## src/rtl/de_arbiter.sv

```systemverilog
// ---------------------------------------------------------------------------
// de_arbiter
//   Two-port arbiter in front of a single frame-store (display engine) port.
//   One requester owns the port at a time; a port keeps ownership for up to
//   MAX_BURST acknowledged transfers while the other port waits, after which
//   ownership moves straight across with no idle cycle. A transfer in flight
//   (de_req high, de_ack not yet seen) is never split or re-targeted.
//
// Ports
//   clk, rst                 clock, asynchronous active-high reset
//   m0_req  / m1_req         per-requester transfer request (held for a burst)
//   m0_ack  / m1_ack         per-transfer acknowledge back to the requester
//   m0_addr / m1_addr        18-bit word address
//   m0_nbyte/ m1_nbyte       active-low byte enables
//   m0_rnw  / m1_rnw         1 = read, 0 = write
//   m0_w_data/m1_w_data      write data
//   m_r_data                 read data, broadcast to both requesters
//   de_req, de_ack           frame-store request / one-cycle acknowledge
//   de_addr, de_nbyte,
//   de_rnw, de_w_data        command muxed from the current owner
//   de_r_data                frame-store read data
//   grant                    one-hot owner: 01 port 0, 10 port 1, 00 none
// ---------------------------------------------------------------------------
module de_arbiter #(
    parameter int unsigned MAX_BURST = 16
) (
    input  logic        clk,
    input  logic        rst,

    input  logic        m0_req,
    output logic        m0_ack,
    input  logic [17:0] m0_addr,
    input  logic [3:0]  m0_nbyte,
    input  logic        m0_rnw,
    input  logic [31:0] m0_w_data,

    input  logic        m1_req,
    output logic        m1_ack,
    input  logic [17:0] m1_addr,
    input  logic [3:0]  m1_nbyte,
    input  logic        m1_rnw,
    input  logic [31:0] m1_w_data,

    output logic [31:0] m_r_data,

    output logic        de_req,
    input  logic        de_ack,
    output logic [17:0] de_addr,
    output logic [3:0]  de_nbyte,
    output logic        de_rnw,
    output logic [31:0] de_w_data,
    input  logic [31:0] de_r_data,

    output logic [1:0]  grant
);

    localparam int unsigned        LP_CW    = 5;
    localparam logic [LP_CW-1:0]   LP_LIMIT = LP_CW'(MAX_BURST - 1);
    localparam logic [LP_CW-1:0]   LP_SAT   = '1;

    // State encoding doubles as the one-hot grant vector.
    typedef enum logic [1:0] {
        ST_IDLE = 2'b00,
        ST_G0   = 2'b01,
        ST_G1   = 2'b10
    } state_t;

    state_t             r_state;
    state_t             w_next_state;
    logic [LP_CW-1:0]   r_cnt;
    logic [LP_CW-1:0]   w_next_cnt;
    logic               r_last_owner;
    logic               w_next_last;
    logic               w_at_limit;

    // Owner has used its share. ">=" rather than "==" so that an owner that
    // ran past the limit while the other side was idle still hands over on
    // its next ack once the other side starts requesting.
    assign w_at_limit = (r_cnt >= LP_LIMIT);

    // State, burst counter and last-owner registers.
    always_ff @(posedge clk or posedge rst) begin
        if (rst) begin
            r_state      <= ST_IDLE;
            r_cnt        <= '0;
            r_last_owner <= 1'b1;
        end else begin
            r_state      <= w_next_state;
            r_cnt        <= w_next_cnt;
            r_last_owner <= w_next_last;
        end
    end

    // Next-state, last-owner and burst-count logic.
    always_comb begin
        w_next_state = r_state;
        w_next_last  = r_last_owner;
        w_next_cnt   = r_cnt;

        case (r_state)
            ST_IDLE: begin
                // Tie goes to the port that did not own the bus last.
                if (m0_req && m1_req) begin
                    w_next_state = r_last_owner ? ST_G0 : ST_G1;
                end else if (m0_req) begin
                    w_next_state = ST_G0;
                end else if (m1_req) begin
                    w_next_state = ST_G1;
                end
            end

            ST_G0: begin
                // Release needs de_req (= m0_req) low, and a switch needs
                // de_ack, so a pending transfer is never re-targeted.
                if (!m0_req) begin
                    w_next_state = m1_req ? ST_G1 : ST_IDLE;
                    w_next_last  = 1'b0;
                end else if (de_ack && m1_req && w_at_limit) begin
                    w_next_state = ST_G1;
                    w_next_last  = 1'b0;
                end
            end

            ST_G1: begin
                if (!m1_req) begin
                    w_next_state = m0_req ? ST_G0 : ST_IDLE;
                    w_next_last  = 1'b1;
                end else if (de_ack && m0_req && w_at_limit) begin
                    w_next_state = ST_G0;
                    w_next_last  = 1'b1;
                end
            end

            default: begin
                w_next_state = ST_IDLE;
            end
        endcase

        // Count acks within one ownership; restart on any grant change.
        if (w_next_state != r_state) begin
            w_next_cnt = '0;
        end else if ((r_state != ST_IDLE) && de_ack && (r_cnt != LP_SAT)) begin
            w_next_cnt = r_cnt + LP_CW'(1);
        end
    end

    // Command mux and ack steering; IDLE presents a harmless read with no
    // byte lanes enabled.
    always_comb begin
        de_req    = 1'b0;
        de_addr   = '0;
        de_nbyte  = '1;
        de_rnw    = 1'b1;
        de_w_data = '0;
        m0_ack    = 1'b0;
        m1_ack    = 1'b0;

        case (r_state)
            ST_G0: begin
                de_req    = m0_req;
                de_addr   = m0_addr;
                de_nbyte  = m0_nbyte;
                de_rnw    = m0_rnw;
                de_w_data = m0_w_data;
                m0_ack    = de_ack;
            end
            ST_G1: begin
                de_req    = m1_req;
                de_addr   = m1_addr;
                de_nbyte  = m1_nbyte;
                de_rnw    = m1_rnw;
                de_w_data = m1_w_data;
                m1_ack    = de_ack;
            end
            default: begin
            end
        endcase
    end

    assign grant    = r_state;
    assign m_r_data = de_r_data;

endmodule

```

## config.mk

```make
export PLATFORM = sky130hd
export DESIGN_NAME = de_arbiter
export DESIGN_NICKNAME = d
export VERILOG_FILES = /design/src/rtl/de_arbiter.sv
export SDC_FILE = /design/constraint.sdc
export NUM_CORES = 1
export LEC_CHECK = 0
export ABC_CLOCK_PERIOD_IN_PS = 2370
export CORE_AREA = 2 2 93 95
export CTS_CLUSTER_DIAMETER = 60
export DETAILED_ROUTE_END_ITERATION = 16
export DIE_AREA = 0 0 95 97
export PLACE_DENSITY = 0.75
export SLEW_MARGIN = 10
export SYNTH_ARGS = -nofsm -noshare
export SYNTH_HDL_FRONTEND = slang
export SYNTH_SLANG_ARGS = --single-unit
export TNS_END_PERCENT = 30
```

## constraint.sdc

```tcl
create_clock -name clk -period 2.37 [get_ports clk]
set_input_delay 0.237 -clock clk [delete_from_list [all_inputs] [get_ports clk]]
set_output_delay 0.237 -clock clk [all_outputs]
set_load 0.01 [all_outputs]
```

-- After elaboration in Yosys (flattened, before gate mapping)
Cells that the tools add are included.
- add/subtract/negate cells: 1
- $lt $le $gt $ge: 1
- equal/unequal tests: 6
- multiplexer cells: 25
- reductions and logical operators: 12
- operators by type and width (cell ; count):
    32-bit one-hot mux with 2 select lines ; 1
    18-bit one-hot mux with 2 select lines ; 1
    2-bit two-way mux ; 9
    5-bit two-way mux ; 2
    4-bit one-hot mux with 2 select lines ; 1
    1-bit logical AND ; 7
    1-bit two-way mux ; 7
    3-bit != test (second input constant) ; 2
    1-bit one-hot mux with 2 select lines ; 3
    2-bit one-hot mux with 3 select lines ; 1
    2-bit nonzero test ; 3
    5-bit by 1-bit adder with 5-bit output (second input constant) ; 1
    5-bit by 4-bit >= comparator with 1-bit output (second input constant) ; 1
    5-bit != test (second input constant) ; 1
    3-bit AND reduction ; 1
    2-bit by 1-bit == test with 1-bit output (second input constant) ; 1
    2-bit == test (second input constant) ; 1
    2-bit zero test ; 1
    2-bit != test ; 1
- register bits: 8
- bits of input ports: 147
- output and inout bits: 92
- logic and storage cells: 48

-- Logic depth before layout (Yosys ltp)
- depth in word-level cells: 7
- gate-level depth with buffers: 8
- gate-level depth less buffers: 8

-- Least setup slack after synthesis
Ideal clock, no wire load.
- path kind: register to register
- from: register r_cnt[0]
- to: register r_cnt[0]
- data arrival time: 1990 ps
- data required time: 2231 ps
- setup slack: 240 ps
- cell stages (with the launch flop): 9
- clock period less this slack: 2130 ps
- cell sequence: dfrtp_1 ha_1 and3_1 ha_1 nor2_1 a21oi_1 or4_4 o211ai_4 nor3_1
- longest elaborated chain between the ends: 7
- elaborated cells on any way between the ends: 15
- ends and longest elaborated chain (what ; RTL line ; RTL):
    from (decl) ; 70 ; logic [LP_CW-1:0] r_cnt;
    from (signal assigned) ; 89 ; r_cnt <= w_next_cnt;
    5-bit by 4-bit >= comparator with 1-bit output ; 79 ; assign w_at_limit = (r_cnt >= LP_LIMIT);
    1-bit logical AND (on tied branches) ; 128, 118 ;
    2-bit two-way mux (on tied branches) ; 128, 118 ;
    2-bit two-way mux (on tied branches) ; 125, 115 ;
    2-bit one-hot mux with 3 select lines ; 100 ; case (r_state)
    2-bit != test ; 140 ; if (w_next_state != r_state) begin
    5-bit two-way mux / 2-bit nonzero test (equally long branches) ; n/a ;
Several ways; a longest one is shown, not always the timed one. The select of a mux whose other input is x is not followed.
A chain may end at the register's enable or synchronous reset.

-- Worst setup path after layout
- from: register r_state[1], in the netlist grant[1]
- to: output port de_w_data[10]
- longest elaborated chain between the ends: 2
- elaborated cells on any way between the ends: 3
- ends and longest elaborated chain (what ; RTL line ; RTL):
    from (decl) ; 68 ; state_t r_state;
    from (signal assigned) ; 88 ; r_state <= w_next_state;
    2-bit == test / 2-bit by 1-bit == test with 1-bit output (equally long branches) ; 158 ; case (r_state)
    32-bit one-hot mux with 2 select lines (*) ; 158 ;
    to (decl) ; 51 ; output logic [31:0] de_w_data,
Every way passes the cells marked *; elsewhere a longest branch is shown, timed or not.

==> reports/metrics.cfg <==
[yosys]
synth_top_area_share_pct=23.3
synth_nets=398
synth-async-reset-ratio_pct=100
synth.distinct_cells=40
netlist_area_sq_um=1780
synth-main-ff-cell=dfrtp_1
synth_edf_count=0
ys_seq_elements=8
yosysTopAreaCell=a22oi_1
seq_area_frac_synth_pct=11.3
syn_avg_cell_area_sq_um=7.28
yosysWarnings=0
synthCells=244
netlist_top_cells_area=a22oi_1, nor2b_1, buf_4, dfrtp_1, ha_1

[detailed_routing]
drc=0
via_per_inst=4.68
wl_met2_mm=3.63
dr_total_vias=2263
top_layer=met4
first_iter_violations=74
route.met3.wl_um=715
final_antenna_net_count=0
firstDrtPassIters=6
wire_per_inst_um=14.3
m1WireLength_mm=2.52
routed_wl_mm=6.91

[timing]
fin_setup_tns_ns=0
period_share_pct=94.4
rsz0062_at_grt=no
finalHoldViolCount=0
skew_ns=0.000748
relSlewSlack_pct=71.9
max_slew.worst_pin.slew_ns=0.421
setup_ws_ns=0.132
final-setup-viol-count=0
period_needed_ns=2.24
fmax_ghz=0.447
slew_viol_final=0

[worst_setup_path]
cp-end-kind=primary output
worstSetupPathType=register to primary output
crit_arrival_ns=2.00
r2r-start=r_cnt[0]$_DFFE_PP0P_
required_ns=2.13
critPathLaunchType=register
path_max_fanout=29
rr_endpoint=r_cnt[0]$_DFFE_PP0P_
ff2ff_setup_slack_ns=0.13
ff2ff_path_depth=8

[floorplan]
core.rowCount=33
dieWidth_um=95
start_util_pct=21.8
die_area_sq_um=9220
num_io_pins=239
core_area_sq_um=8130
die_height_um=97

[clock_tree]
insertion_delay_ns=0.22
clock-sinks=8
clk_pin_slew_ns=0.04
cts_tree=yes
cts_max_path_buffers=2
ctsHoldBuffers=0
cts_root_buf=clkbuf_8
htree_levels=1
cts_buffers=3

[finish]
drive_above_1_share_pct=7.12
nNetsFinal=534
syn2layout_area_growth_pct=99.5
final_common_cell=clkdlybuf4s50_1
layout_common_cells=clkdlybuf4s50_1, a22oi_1, nor2b_1
stdcell_area_sq_um=3540
antenna_cells=0
fillers=790

[outcome]
status=finished clean

[global_route]
grt_start_max_net_pins=35
overflow=0
antenna_found_initial=0
track_usage_pct=13.8
grt_pass1_wl_mm=10.5
grt_pass1_vias=2267

[hold_path]
hold_path.class=input port to asynchronous set/reset pin

[placement]
pre_cts_ws_ns=0.109
portBuffers=174
dp_hpwl_mm=5.60
dpl-instance-area_sq_um=3440
finalWeightedCongestion=0.795

[pwr]
ir_drop_v=0.000395
p_leak_nw=1.23
p_per_area_nw_per_um2=893

[run]
drv_cap=0

==> how the worst max path moves through the flow <==
| stage | startpoint | endpoint | slack [ns] | cells after the start |
|---|---|---|---|---|
| 6_report | grant[1]$_DFF_PP0_ | de_w_data[10] | 0.13 | 6 |
| 5_1_grt | grant[1]$_DFF_PP0_ | de_w_data[0] | 0.01 | 6 |
| 4_1_cts | grant[0]$_DFF_PP0_ | de_addr[17] | 0.008 | 6 |
| 3_5_place_dp | r_cnt[0]$_DFFE_PP0P_ | r_cnt[0]$_DFFE_PP0P_ | 0.11 | 8 |
| 3_3_place_gp | r_cnt[0]$_DFFE_PP0P_ | r_cnt[0]$_DFFE_PP0P_ | 0.15 | 8 |
| 2_1_floorplan | r_cnt[0]$_DFFE_PP0P_ | r_cnt[0]$_DFFE_PP0P_ | 0.24 | 8 |
==> repair_timing <==
item / CTS / global route
setup buffers: 0 / 1
setup endpoints to repair: 0 / 54
gates resized for setup: 0 / 9
==> worst max-delay path, stage by stage (launching register included) <==
cell and delay (ns):
dfrtp_1 0.42, inv_1 0.17, ha_4 0.21, buf_12 0.18, a22oi_1 0.11, nor2b_1 0.13, clkdlybuf4s50_1 0.55
==> kinds of logic after synthesis <==
group                      count (synthesis)  synth area share, %
muxes                                      2                 1.13
and+or+nand+nor                           89                 28.6
xor gates and xnor gates                   3                 1.48
DFF                                        8                 11.3
AOI/OAI and AO/OA                         77                 33.0
buffers and inverters                     58                 19.5
adders and majority gates                  7                 4.93
==> report_power, final <==
group          switching [mW]  internal (mW)
clock network          0.0517          0.116
registers              0.0431          0.183
logic                    1.23           1.54
total                    1.32           1.84
==> synth_stat cells (2+ instances only) <==
cell      number
nand4_1        2
mux2i_1        2
o21ai_0        3
inv_1          4
nor3_1         5
a21oi_1        7
dfrtp_1        7
clkbuf_1      14
xor2_1         2
ha_1           7
a22oi_1       55
buf_1          5
nor2b_1       51
nand2_1       15
buf_4         32
nor2_1         8
and2_1         2
==> state kept, by name, indices dropped and copies added (netlist names) <==
| register | cells |
|---|---|
| r_cnt | 5 |
| grant | 2 |
| r_last_owner | 1 |
==> per-layer routing <==
metal / GRT usage, % / vias up
li1: - / 1109
met1: 15.4 / 1010
met2: 26.5 / 132
met3: 3.19 / 12
met4: 1.78 / 0
met5: 0 / -
==> through the flow <==
step	instances	hold WS [ns]	power, mW	util, %
global route	484	0.299	3.41	43.5
finish	484	0.260	3.16	43.5
detailed placement	479	0.474	2.93	42.3
floorplan	244	0.0519	1.68	-
CTS	483	0.266	3.11	42.9
global placement	479	0.474	2.89	42.3
==> cell type report <==
class	count	area, sq um	area share [%]
Timing Repair Buffer	184	1880	53.0
Inverter	5	18.8	0.530
Tap cell	105	131	3.71
Multi-Input combinational cell	178	1270	35.8
Sequential cell	8	201	5.69
Clock buffer	4	45.0	1.27
No activity file was read; power rests on OpenSTA's default activity.
